[src/rtl/router_ctrl_fsm.sv]
// Control FSM for the 1x3 packet router. It decodes the header address, waits for
// the target FIFO to drain, and sequences the header, payload, parity and full-stall loads.
module router_ctrl_fsm (
  input  logic       clock,
  input  logic       resetn,
  input  logic       pkt_valid,
  input  logic [1:0] data_in,
  input  logic       fifo_full,
  input  logic       fifo_empty_0,
  input  logic       fifo_empty_1,
  input  logic       fifo_empty_2,
  input  logic       soft_reset_0,
  input  logic       soft_reset_1,
  input  logic       soft_reset_2,
  input  logic       parity_done,
  input  logic       low_packet_valid,
  output logic       write_enb_reg,
  output logic       detect_add,
  output logic       ld_state,
  output logic       laf_state,
  output logic       lfd_state,
  output logic       full_state,
  output logic       rst_int_reg,
  output logic       busy
);

  localparam logic [3:0] DECODE_ADDRESS     = 4'b0001;
  localparam logic [3:0] WAIT_TILL_EMPTY    = 4'b0010;
  localparam logic [3:0] LOAD_FIRST_DATA    = 4'b0011;
  localparam logic [3:0] LOAD_DATA          = 4'b0100;
  localparam logic [3:0] LOAD_PARITY        = 4'b0101;
  localparam logic [3:0] FIFO_FULL_STATE    = 4'b0110;
  localparam logic [3:0] LOAD_AFTER_FULL    = 4'b0111;
  localparam logic [3:0] CHECK_PARITY_ERROR = 4'b1000;

  logic [3:0] present_state;
  logic [3:0] next_state;
  logic [1:0] addr_q;
  logic [1:0] addr_d;
  logic       empty_hdr;
  logic       empty_lat;
  logic       soft_rst_lat;

  // NOTE: sequential state uses non-blocking assignments so every register
  // samples the values from before this edge, independent of block ordering.
  always_ff @(posedge clock) begin
    if (resetn) begin
      present_state <= DECODE_ADDRESS;
      addr_q        <= 2'b00;
    end else begin
      present_state <= next_state;
      addr_q        <= addr_d;
    end
  end

  // Address is only captured while a header is being presented.
  always_comb begin
    addr_d = addr_q;
    if (present_state == DECODE_ADDRESS && pkt_valid) begin
      addr_d = data_in;
    end
  end

  always_comb begin
    empty_hdr = 1'b0;
    case (data_in)
      2'b00:   empty_hdr = fifo_empty_0;
      2'b01:   empty_hdr = fifo_empty_1;
      2'b10:   empty_hdr = fifo_empty_2;
      default: empty_hdr = 1'b0;
    endcase
  end

  always_comb begin
    empty_lat    = 1'b0;
    soft_rst_lat = 1'b0;
    case (addr_q)
      2'b00: begin
        empty_lat    = fifo_empty_0;
        soft_rst_lat = soft_reset_0;
      end
      2'b01: begin
        empty_lat    = fifo_empty_1;
        soft_rst_lat = soft_reset_1;
      end
      2'b10: begin
        empty_lat    = fifo_empty_2;
        soft_rst_lat = soft_reset_2;
      end
      default: begin
        empty_lat    = 1'b0;
        soft_rst_lat = 1'b0;
      end
    endcase
  end

  // NOTE: next_state gets a default before the case so no path can infer a latch.
  always_comb begin
    next_state = DECODE_ADDRESS;
    if (present_state != DECODE_ADDRESS && soft_rst_lat) begin
      next_state = DECODE_ADDRESS;
    end else begin
      case (present_state)
        DECODE_ADDRESS: begin
          // An unknown or low pkt_valid, or address 2'b11, keeps the FSM idle.
          next_state = DECODE_ADDRESS;
          if (pkt_valid && data_in != 2'b11) begin
            if (empty_hdr) next_state = LOAD_FIRST_DATA;
            else           next_state = WAIT_TILL_EMPTY;
          end
        end
        WAIT_TILL_EMPTY: begin
          if (empty_lat) next_state = LOAD_FIRST_DATA;
          else           next_state = WAIT_TILL_EMPTY;
        end
        LOAD_FIRST_DATA: next_state = LOAD_DATA;
        LOAD_DATA: begin
          if (fifo_full)       next_state = FIFO_FULL_STATE;
          else if (!pkt_valid) next_state = LOAD_PARITY;
          else                 next_state = LOAD_DATA;
        end
        FIFO_FULL_STATE: begin
          if (fifo_full) next_state = FIFO_FULL_STATE;
          else           next_state = LOAD_AFTER_FULL;
        end
        LOAD_AFTER_FULL: begin
          if (parity_done)           next_state = DECODE_ADDRESS;
          else if (low_packet_valid) next_state = LOAD_PARITY;
          else                       next_state = LOAD_DATA;
        end
        LOAD_PARITY: next_state = CHECK_PARITY_ERROR;
        CHECK_PARITY_ERROR: begin
          if (fifo_full) next_state = FIFO_FULL_STATE;
          else           next_state = DECODE_ADDRESS;
        end
        default: next_state = DECODE_ADDRESS;
      endcase
    end
  end

  assign detect_add    = (present_state == DECODE_ADDRESS);
  assign lfd_state     = (present_state == LOAD_FIRST_DATA);
  assign ld_state      = (present_state == LOAD_DATA);
  assign laf_state     = (present_state == LOAD_AFTER_FULL);
  assign full_state    = (present_state == FIFO_FULL_STATE);
  assign rst_int_reg   = (present_state == CHECK_PARITY_ERROR);
  assign write_enb_reg = (present_state == LOAD_DATA) || (present_state == LOAD_PARITY) ||
                         (present_state == LOAD_AFTER_FULL);
  assign busy          = !((present_state == DECODE_ADDRESS) || (present_state == LOAD_DATA));

endmodule

[config.mk]
export PLATFORM = sky130hd
export DESIGN_NAME = router_ctrl_fsm
export DESIGN_NICKNAME = d
export VERILOG_FILES = /design/src/rtl/router_ctrl_fsm.sv
export SDC_FILE = /design/constraint.sdc
export NUM_CORES = 1
export LEC_CHECK = 0
export BUFFER_PORTS_ARGS = -buffer_cell sky130_fd_sc_hd__buf_2
export CAP_MARGIN = 10
export CORE_MARGIN = 2
export CORE_UTILIZATION = 35
export CTS_CLUSTER_SIZE = 8
export DETAILED_ROUTE_END_ITERATION = 12
export HOLD_SLACK_MARGIN = 0.06
export MAX_ROUTING_LAYER = met4
export SETUP_SLACK_MARGIN = 0.2
export SYNTH_ARGS = -nofsm -noshare
export SYNTH_HDL_FRONTEND = slang
export SYNTH_SLANG_ARGS = --single-unit
export TNS_END_PERCENT = 1
[constraint.sdc]
create_clock -name clock -period 2.5 [get_ports clock]
set_input_delay 0.625 -clock clock [delete_from_list [all_inputs] [get_ports clock]]
set_output_delay 0.625 -clock clock [all_outputs]
set_load 0.05 [all_outputs]
## After elaboration in Yosys (flattened, before gate mapping)

Index checks and enable logic that the tools add are counted.

- Equal/unequal tests: 14
- Mux-type cells: 13
- Reductions and logical operators: 10

Operator list:

| kind | number |
|---|---|
| case mux 4 bit (8 select lines) | 1 |
| equality test 4 x 3 -> 1 bit, second input constant | 4 |
| case mux 1 bit (3 select lines) | 3 |
| equality test 4 x 2 -> 1 bit, second input constant | 2 |
| two-way mux 3 bit | 2 |
| two-way mux 1 bit | 5 |
| equality test 2 x 1 -> 1 bit, second input constant | 2 |
| equality test 2 bit, second input constant | 2 |
| equality test 4 x 1 -> 1 bit, second input constant | 1 |
| equality test 4 bit, second input constant | 1 |
| logical NOT 2 bit | 2 |
| two-way mux 2 bit | 2 |
| inequality test 4 x 1 -> 1 bit, second input constant | 1 |
| logical AND 1 bit | 3 |
| logical OR 1 bit | 3 |
| inequality test 2 bit, second input constant | 1 |
| OR reduction 2 bit | 1 |
| logical NOT 1 bit | 1 |

- Flip-flop bits (word level): 6
- Bits of input ports: 14
- Output and inout port bits: 8
- Logic and storage cells: 39

## Depth between registers and ports, before layout

Gate-level depths: netlist (run 1).

- Depth in word-level cells: 5
- Depth in mapped cells: 5
- Depth with buffers taken out: 4

## Least setup slack after synthesis (run 1)

Ideal clock, no wire load.

- Path kind: register to output
- Start: register present_state[2]
- End: output busy
- Arrival time: 2379 ps
- Data required time: 1875 ps
- Setup slack: -504 ps
- Cell stages (with the launch flop): 5
- Buffers on the path: 1
- Path through: dfxtp_1 buf_6 nand2b_1 nor3_1 nor2_1

- Word-level cells in the longest chain between the ends: 3
- Elaborated cells on any way between the ends: 4
- Those cells by class: eq/ne (2); reduce/logical (2)

RTL lines:

| what | line | RTL |
|---|---|---|
| from (decl) | 36 | `logic [3:0] present_state;` |
| from (signal assigned) | 51 | `present_state <= next_state;` |
| equality test 4 x 3 -> 1 bit | n/a |  |
| net ld_state | 19 | `output logic ld_state,` |
| logical OR 1 bit | 149 | `assign busy = !((present_state == DECODE_ADDRESS) \|\| (present_state == LOAD_DATA));` |
| logical NOT 1 bit | 149 |  |
| to (decl) | 24 | `output logic busy` |

The timed path passes the listed nets, and every way through them passes these cells.

## Final worst setup path (run 1)

- Start: register present_state[2]
- End: output detect_add

- Word-level cells in the longest chain between the ends: 1

RTL lines:

| what | line | RTL |
|---|---|---|
| equality test 4 x 1 -> 1 bit | 141 | `assign detect_add = (present_state == DECODE_ADDRESS);` |
| to (decl) | 18 | `output logic detect_add,` |

No other way between the ends.

==> results.txt, run 1 <==
----------------------------------------------------
[Clock network]
  Number of cells upsized or downsized after cts ... 0
  Number of H-tree branching levels ... 1
  Setup repair bufs after CTS ... 0
  Clock slew at reported path FFs ... roughly 40 ps
  TritonCTS sink count ... 6
  Total clock buffers created by CTS ... 3
  Clock root cell ... clkbuf_4
  Hold Buf Count CTS ... 0
  Clock latency on the worst-skew pair ... around 240 ps
  Maximum clock path buffer count ... 2
  CTS tree ... done

[Worst setup path]
  Setup slack, reg-to-reg ... roughly 1000 ps
  CP arrival ... approximately 1500 ps
  Element type at the critical path start ... flop
  Critical path buffers and inverters ... 2
  Worst path cell trace ... buf_4 > nor4b_4 > buf_2
  Biggest cell delay along the critical path ... around 430 ps
  Library cell contributing the largest single delay on the critical path ... nor4b_4
  Largest delay share family, worst path ... buffers and inverters
  Max Fanout on Critical Path ... 10
  Category of the critical setup timing path ... reg2out
  Capturing element type of the critical path ... output port
  Crit path required time ... ~1900 ps

[Layout]
  Share of layout cells above drive strength 1 ... 0.3977
  Diodes inserted ... 0
  Post-route standard cell area excluding fillers ... roughly 690 um2
  Core occupancy in the finished layout ... 0.4660
  Area overhead of the layout relative to synthesis ... 26.56%
  Layout net count ... approximately 100

[Global route]
  Number of global-route vias before repair ... 448
  Number of antenna violations at the first check in global routing ... 0
  First-pass GRT wire length ... a little under 2000 um
  Global Route Usage Sum ... 0.1477
  Maximum number of pins on one net before global-route repair ... 14
  Gr ovfl total ... 0

[STA]
  Worst max-slew margin expressed relative to the limit ... 0.7299
  Hold_ws ... about 530 ps
  Finish-stage setup viols ... 0
  Unrepaired setup endpoints after global routing ... no
  Min cycle time layout ... ~2100 ps
  Setup slack of the critical path after layout ... about 380 ps
  Final count of hold timing violations ... 0
  Post-Route Setup TNS ... 0 ps
  Fmax ... approximately 0.47 GHz
  Slew at the pin closest to its max-slew limit ... 403.5 ps
  Clk_skew ... 1.595 ps
  Final-report max-slew violation count ... 0
  Period utilization ... 0.8485

[Drt]
  Antenna-violating nets left ... 0
  Drt first pass iters ... 5
  First DRT Iteration DRCs ... 22
  Total wirelength of the detailed-routed design ... 1294 um
  Vias post-DR ... around 560
  Per-cell via count in the routed design ... ~5.4
  DRC violations left ... 0
  WL/cell ... ~12 um

[Floorplan]
  Number of primary I/O pins ... 22
  Core Box Area ... between 0.001 and 0.0015 mm2
  Initial Util ... 0.3682
  Die span in y ... between 40 and 50 um
  Die Outline Area ... 0.001879 mm2
  Width of the die ... about 43 um
  # rows ... 14

[Place]
  Pre-CTS setup slack ... 519.7 ps
  Port buffer count ... 21
  Final RePlAce weighted congestion ... 0.7723
  HPWL after detailed placement ... a little over 1000 um
  Area post-placement ... 661.9 um2

[Synthesis]
  Synth top cells by count ... 7 x nor2_1, 6 x dfxtp_1, 5 x a21oi_1
  Count of mapped cells out of synthesis ... 65
  Top flip-flop cell by instance count after synthesis ... dfxtp_1
  Ranking of synthesized cells by area ... dfxtp_1 22%, nor4b_4 8.8%, buf_6 6.2%, mux2i_1 5.5%, nor2_1 4.8%
  Distinct cell type count after synthesis ... 28
  Syn. warnings ... 0
  Post-synthesis area per instance ... roughly 8.3 um2
  Proportion of synthesized flip-flops having asynchronous set or reset ... 0
  Post-synthesis net count ... 79
  Top-count cell post-synth ... nor2_1
  Proportion of netlist area held by the largest area contributor ... 0.2217
  Dominant cell type by area after synthesis ... dfxtp_1
  Number of synthesized flops with an enable pin ... 0
  Area of the mapped netlist ... roughly 540 um2
  Sequential share of the synthesized area ... 0.2217
  FF+latch count, synth ... 6

[Outcome]
  Outcome ... finished clean

[Flow run]
  Max cap viols ... 0

[Pwr]
  Max rail drop VDD ... about 0.6 mV
  Cell area power density ... about 1100 mW/mm2
  Lkg Pwr ... 0.2757 nW

[Min path]
  Path class of the lowest-slack min-delay path ... reg2reg

----------------------------------------------------
## flip-flops by register name, indices dropped and copies added (netlist names)
signal and cells:
addr_q 2, present_state 4
## where the power goes
group,switching [W],internal [W],total [W]
combinational,0.000335,0.000167,0.000503
sequential,0.0000460,0.000124,0.000170
clock,0.0000339,0.0000542,0.0000882
total,0.000415,0.000346,0.000761
## routing by layer
layer	wire length [um]	vias to the layer above	GRT usage
li1	-	291	-
met1	620	243	0.2083
met2	558	25	0.2000
met3	104	2	0.04167
met4	10	0	0.05455
met5	0	-	-
## logic make-up after synthesis
group	Yosys count	synth area share
buffers and inverters	5	0.07850
AOI/OAI and AO/OA	19	0.2656
DFF	6	0.2217
and+or+nand+nor	32	0.3788
muxes	3	0.05543
## tightest hold or removal path, delay by kind of cell (launching register included)
family	cells	cell delay (ps)
AND/OR/NAND/NOR	1	80
flip-flops	1	340
AO/OA/AOI/OAI	1	60
## final timing paths
path,start,endpoint,cells after the start
hold reg to reg,addr_q[1]$_SDFFE_PP0P_,addr_q[1]$_SDFFE_PP0P_,2
setup reg to reg,present_state[2]$_SDFF_PP0_,present_state[0]$_SDFF_PP1_,5
hold / removal,addr_q[1]$_SDFFE_PP0P_,addr_q[1]$_SDFFE_PP0P_,2
setup / recovery,present_state[2]$_SDFF_PP0_,detect_add,3
## layout by cell type, fill, tap and decap left out, drive strengths merged
cell type / synthesis / layout
a211oi: 1 / 1
a21oi: 5 / 5
a222oi: 1 / 1
a311oi: 1 / 1
a31oi: 1 / 1
buf: 4 / 24
clkbuf: 0 / 3
dfxtp: 6 / 6
inv: 1 / 1
mux2i: 3 / 3
nand2: 4 / 4
nand2b: 4 / 4
nand3: 3 / 3
nand3b: 3 / 3
nor2: 7 / 7
nor2b: 3 / 3
nor3: 3 / 3
nor3b: 1 / 1
nor4: 1 / 1
nor4b: 2 / 2
o2111ai: 1 / 1
o211ai: 2 / 2
o21a: 3 / 3
o21ai: 2 / 2
o21ba: 1 / 1
o22a: 1 / 1
or2: 1 / 1
## cell type report
class                      instances  area [um2]
fill                             167       785.8
tap                               16       20.02
clock buffer                       3       22.52
inverter                           1       3.754
multi-input combinational         54       390.4
timing repair buffer              24       127.6
sequential                         6       121.4
## through the flow
| stage | total power [W] | instances |
|---|---|---|
| 2_1_floorplan | 0.0005772 | 65 |
| 3_3_place_gp | 0.0006695 | 101 |
| 3_5_place_dp | 0.0006752 | 101 |
| 4_1_cts | 0.0007624 | 104 |
| 5_1_grt | 0.0008096 | 104 |
| 6_report | 0.0007613 | 104 |
Note: power is estimated with default switching activity, not from simulation.
==> inputs of run 2 (changes only) <==
- clock period: 2.5 -> 2.23 ns (I/O delays scaled with it)
==> run 2 against run 1 <==
Compared with the run above:
- register-to-register slack worse by 320 ps
- first-iteration DRC count shrank 36%
- design area increased by 0.18%
- global-route usage grew 1.0 points
- total power is 12% higher
==> results.txt, run 2 (same netlist as run 1, synthesis figures left out) <==
----------------------------------------------------
[Global route]
  Gr ovfl total ... 0 (unchanged)
  First-pass GRT wire length ... 2090 um (was 1987 um)
  Number of antenna violations at the first check in global routing ... 0 (unchanged)
  Number of global-route vias before repair ... 491 (was 448)
  Global Route Usage Sum ... 0.1577 (was 0.1477)
  Maximum number of pins on one net before global-route repair ... 12 (was 14)

[STA]
  Finish-stage setup viols ... 0 (unchanged)
  Final count of hold timing violations ... 0 (unchanged)
  Min cycle time layout ... just over 2000 ps
  Setup slack of the critical path after layout ... 179.7 ps (was 378.8 ps)
  Worst max-slew margin expressed relative to the limit ... 0.7164 (was 0.7299)
  Final-report max-slew violation count ... 0 (unchanged)
  Clk_skew ... 8.197 ps (was 1.595 ps)
  Fmax ... ~0.49 GHz
  Post-Route Setup TNS ... 0 ps (unchanged)
  Period utilization ... 0.9194
  Unrepaired setup endpoints after global routing ... yes (was no)
  Slew at the pin closest to its max-slew limit ... 423.6 ps (was 403.5 ps)

[Floorplan]
  Number of primary I/O pins ... 22 (unchanged)
  Die span in y ... 43.35 um (unchanged)
  Die Outline Area ... 0.001879 mm2 (unchanged)
  # rows ... 14 (unchanged)
  Initial Util ... 0.3682 (unchanged)
  Width of the die ... 43.35 um (unchanged)
  Core Box Area ... 0.001471 mm2 (unchanged)

[Pwr]
  Total power after layout ... 0.0008554 W (was 0.0007613 W)
  Share of power burned in registers ... 0.240 (was 0.224)
  Max rail drop VDD ... 0.7376 mV (was 0.6142 mV)
  Lkg Pwr ... 0.2752 nW (was 0.2757 nW)
  Part of the power in the clock network ... 0.115 (was 0.116)
  Cell area power density ... 1245 mW/mm2 (was 1110 mW/mm2)
  Combinational Power Share ... 0.644 (was 0.660)
  Switching fraction of total power ... 0.5434 (was 0.5456)
  Switching power of the nets ... 0.0004648 W (was 0.0004154 W)
  Total internal power ... 0.0003906 W (was 0.0003460 W)

[Worst setup path]
  Reg-to-reg endpoint ... present_state[0]$_SDFF_PP1_ (unchanged)
  Setup slack, reg-to-reg ... 670 ps (was 990 ps)
  Max Fanout on Critical Path ... 10 (unchanged)
  Element type at the critical path start ... flop (unchanged)
  Worst setup path start ... present_state[3]$_SDFF_PP0_ (was present_state[2]$_SDFF_PP0_)
  Category of the critical setup timing path ... reg2out (unchanged)
  Crit path required time ... 1670 ps (was 1880 ps)
  Critical R2R Launch ... present_state[3]$_SDFF_PP0_ (was present_state[2]$_SDFF_PP0_)
  CP arrival ... 1490 ps (was 1500 ps)
  End point of the critical path ... detect_add (unchanged)
  Capturing element type of the critical path ... output port (unchanged)
  Path depth of the worst reg2reg path ... 4 (was 5)

[Layout]
  Layout net count ... 103 (was 104)
  Area overhead of the layout relative to synthesis ... 26.79% (was 26.56%)
  Most common cell after layout, fill and taps aside ... buf_2 (unchanged)
  Top library cells by usage in the layout, fill and taps aside ... 21 x buf_2, 7 x nor2_1, 5 x a21oi_1, 4 x nand2_1, 4 x dfxtp_1 (was 21 x buf_2, 7 x nor2_1, 5 x a21oi_1, 5 x dfxtp_1)
  Post-route standard cell area excluding fillers ... 686.9 um2 (was 685.7 um2)
  Biggest regs ... present_state x4, addr_q x2 (unchanged)
  Max FFs per register ... 4 (unchanged)
  Share of layout cells above drive strength 1 ... 0.4253 (was 0.3977)
  Register containing the most flip-flops in the final layout ... present_state (unchanged)
  Diodes inserted ... 0 (unchanged)

[Place]
  Area post-placement ... 659.4 um2 (was 661.9 um2)
  Port buffer count ... 21 (unchanged)
  HPWL after detailed placement ... 981.1 um (was 1008 um)
  Pre-CTS setup slack ... 321.7 ps (was 519.7 ps)
  Final RePlAce weighted congestion ... 0.7301 (was 0.7723)

[Clock network]
  CTS tree ... done (unchanged)
  Total clock buffers created by CTS ... 3 (unchanged)
  TritonCTS sink count ... 6 (unchanged)
  Number of H-tree branching levels ... 1 (unchanged)
  Setup repair bufs after CTS ... 0 (unchanged)
  Clock slew at reported path FFs ... 50 ps (was 40 ps)
  Number of cells upsized or downsized after cts ... 1 (was 0)
  Clock latency on the worst-skew pair ... 240 ps (about the same)
  Maximum clock path buffer count ... 2 (unchanged)
  Hold Buf Count CTS ... 0 (unchanged)
  Clock root cell ... clkbuf_4 (unchanged)

[Drt]
  WL/cell ... 11.99 um (was 12.44 um)
  Top layer used by detailed routing ... met3 (was met4)
  Total wirelength of the detailed-routed design ... 1235 um (was 1294 um)
  Routed metal-1 wirelength ... 599 um (was 620 um)
  DRC violations left ... 0 (unchanged)
  Routed length on met2 ... 561 um (was 558 um)
  Drt first pass iters ... 4 (was 5)
  Antenna-violating nets left ... 0 (unchanged)
  Per-cell via count in the routed design ... 5.184 (was 5.394)
  Met3 routed WL ... 74 um (was 104 um)
  First DRT Iteration DRCs ... 14 (was 22)
  Vias post-DR ... 534 (was 561)

[Flow run]
  Max cap viols ... 0 (unchanged)

[Min path]
  Hold path depth ... 2 (unchanged)
  Path class of the lowest-slack min-delay path ... reg2reg (unchanged)

[Outcome]
  Outcome ... finished clean (unchanged)

----------------------------------------------------
## run 2: cell types whose count changed in the layout (fill, tap and decap cells not counted)
cell | previous run | this run
buf_4 | 3 | 2
nand2b_2 | 0 | 1
nand2b_1 | 4 | 3
dfxtp_2 | 1 | 2
nor3_2 | 0 | 1
dfxtp_1 | 5 | 4
nor3_1 | 2 | 1
## run 2: worst min-delay path by stage
stage                     slack, ps                    from                endpoint
after floorplan                 480  addr_q[1]$_SDFFE_PP0P_  addr_q[1]$_SDFFE_PP0P_
after detailed placement        520  addr_q[1]$_SDFFE_PP0P_  addr_q[1]$_SDFFE_PP0P_
after global placement          530  addr_q[1]$_SDFFE_PP0P_  addr_q[1]$_SDFFE_PP0P_
after CTS                       520                  resetn  addr_q[1]$_SDFFE_PP0P_
after global routing            550                  resetn  addr_q[1]$_SDFFE_PP0P_
final                           530  addr_q[1]$_SDFFE_PP0P_  addr_q[1]$_SDFFE_PP0P_
## run 2: power by group through the flow
stage / sequential (W) / combinational (W) / clock [W]
2_1_floorplan: 0.000170 / 0.000480 / 0
3_3_place_gp: 0.000205 / 0.000553 / 0
3_5_place_dp: 0.000204 / 0.000554 / 0
4_1_cts: 0.000203 / 0.000555 / 0.000103
5_1_grt: 0.000211 / 0.000603 / 0.000109
6_report: 0.000205 / 0.000551 / 0.0000987
## run 2: metrics by stage
stage            util  hold WS [ps]  std cells
2_1_floorplan       -         483.1         65
3_3_place_gp   0.4481         527.1        100
3_5_place_dp   0.4481         523.2        100
4_1_cts        0.4643         524.1        103
5_1_grt        0.4668         549.0        103
6_report       0.4668         526.6        103
## run 2: metal layers
metal	GRT usage	up-vias
met5	-	-
met4	0.09091	0
met3	0.03750	0
met2	0.2149	20
met1	0.2108	223
li1	-	291
## run 2: area by class of cell
cell class,instances,area [um2]
fill,166,784.5
tap,16,20.02
sequential,6,122.6
clock buffer,3,22.52
inverter,1,3.754
multi-input combinational,54,397.9
timing repair buffer,23,120.1
## run 2: worst max-delay path, cell delays in order (launching register included)
cell	delay, ps
dfxtp_1	410
nor4b_4	500
buf_2	350
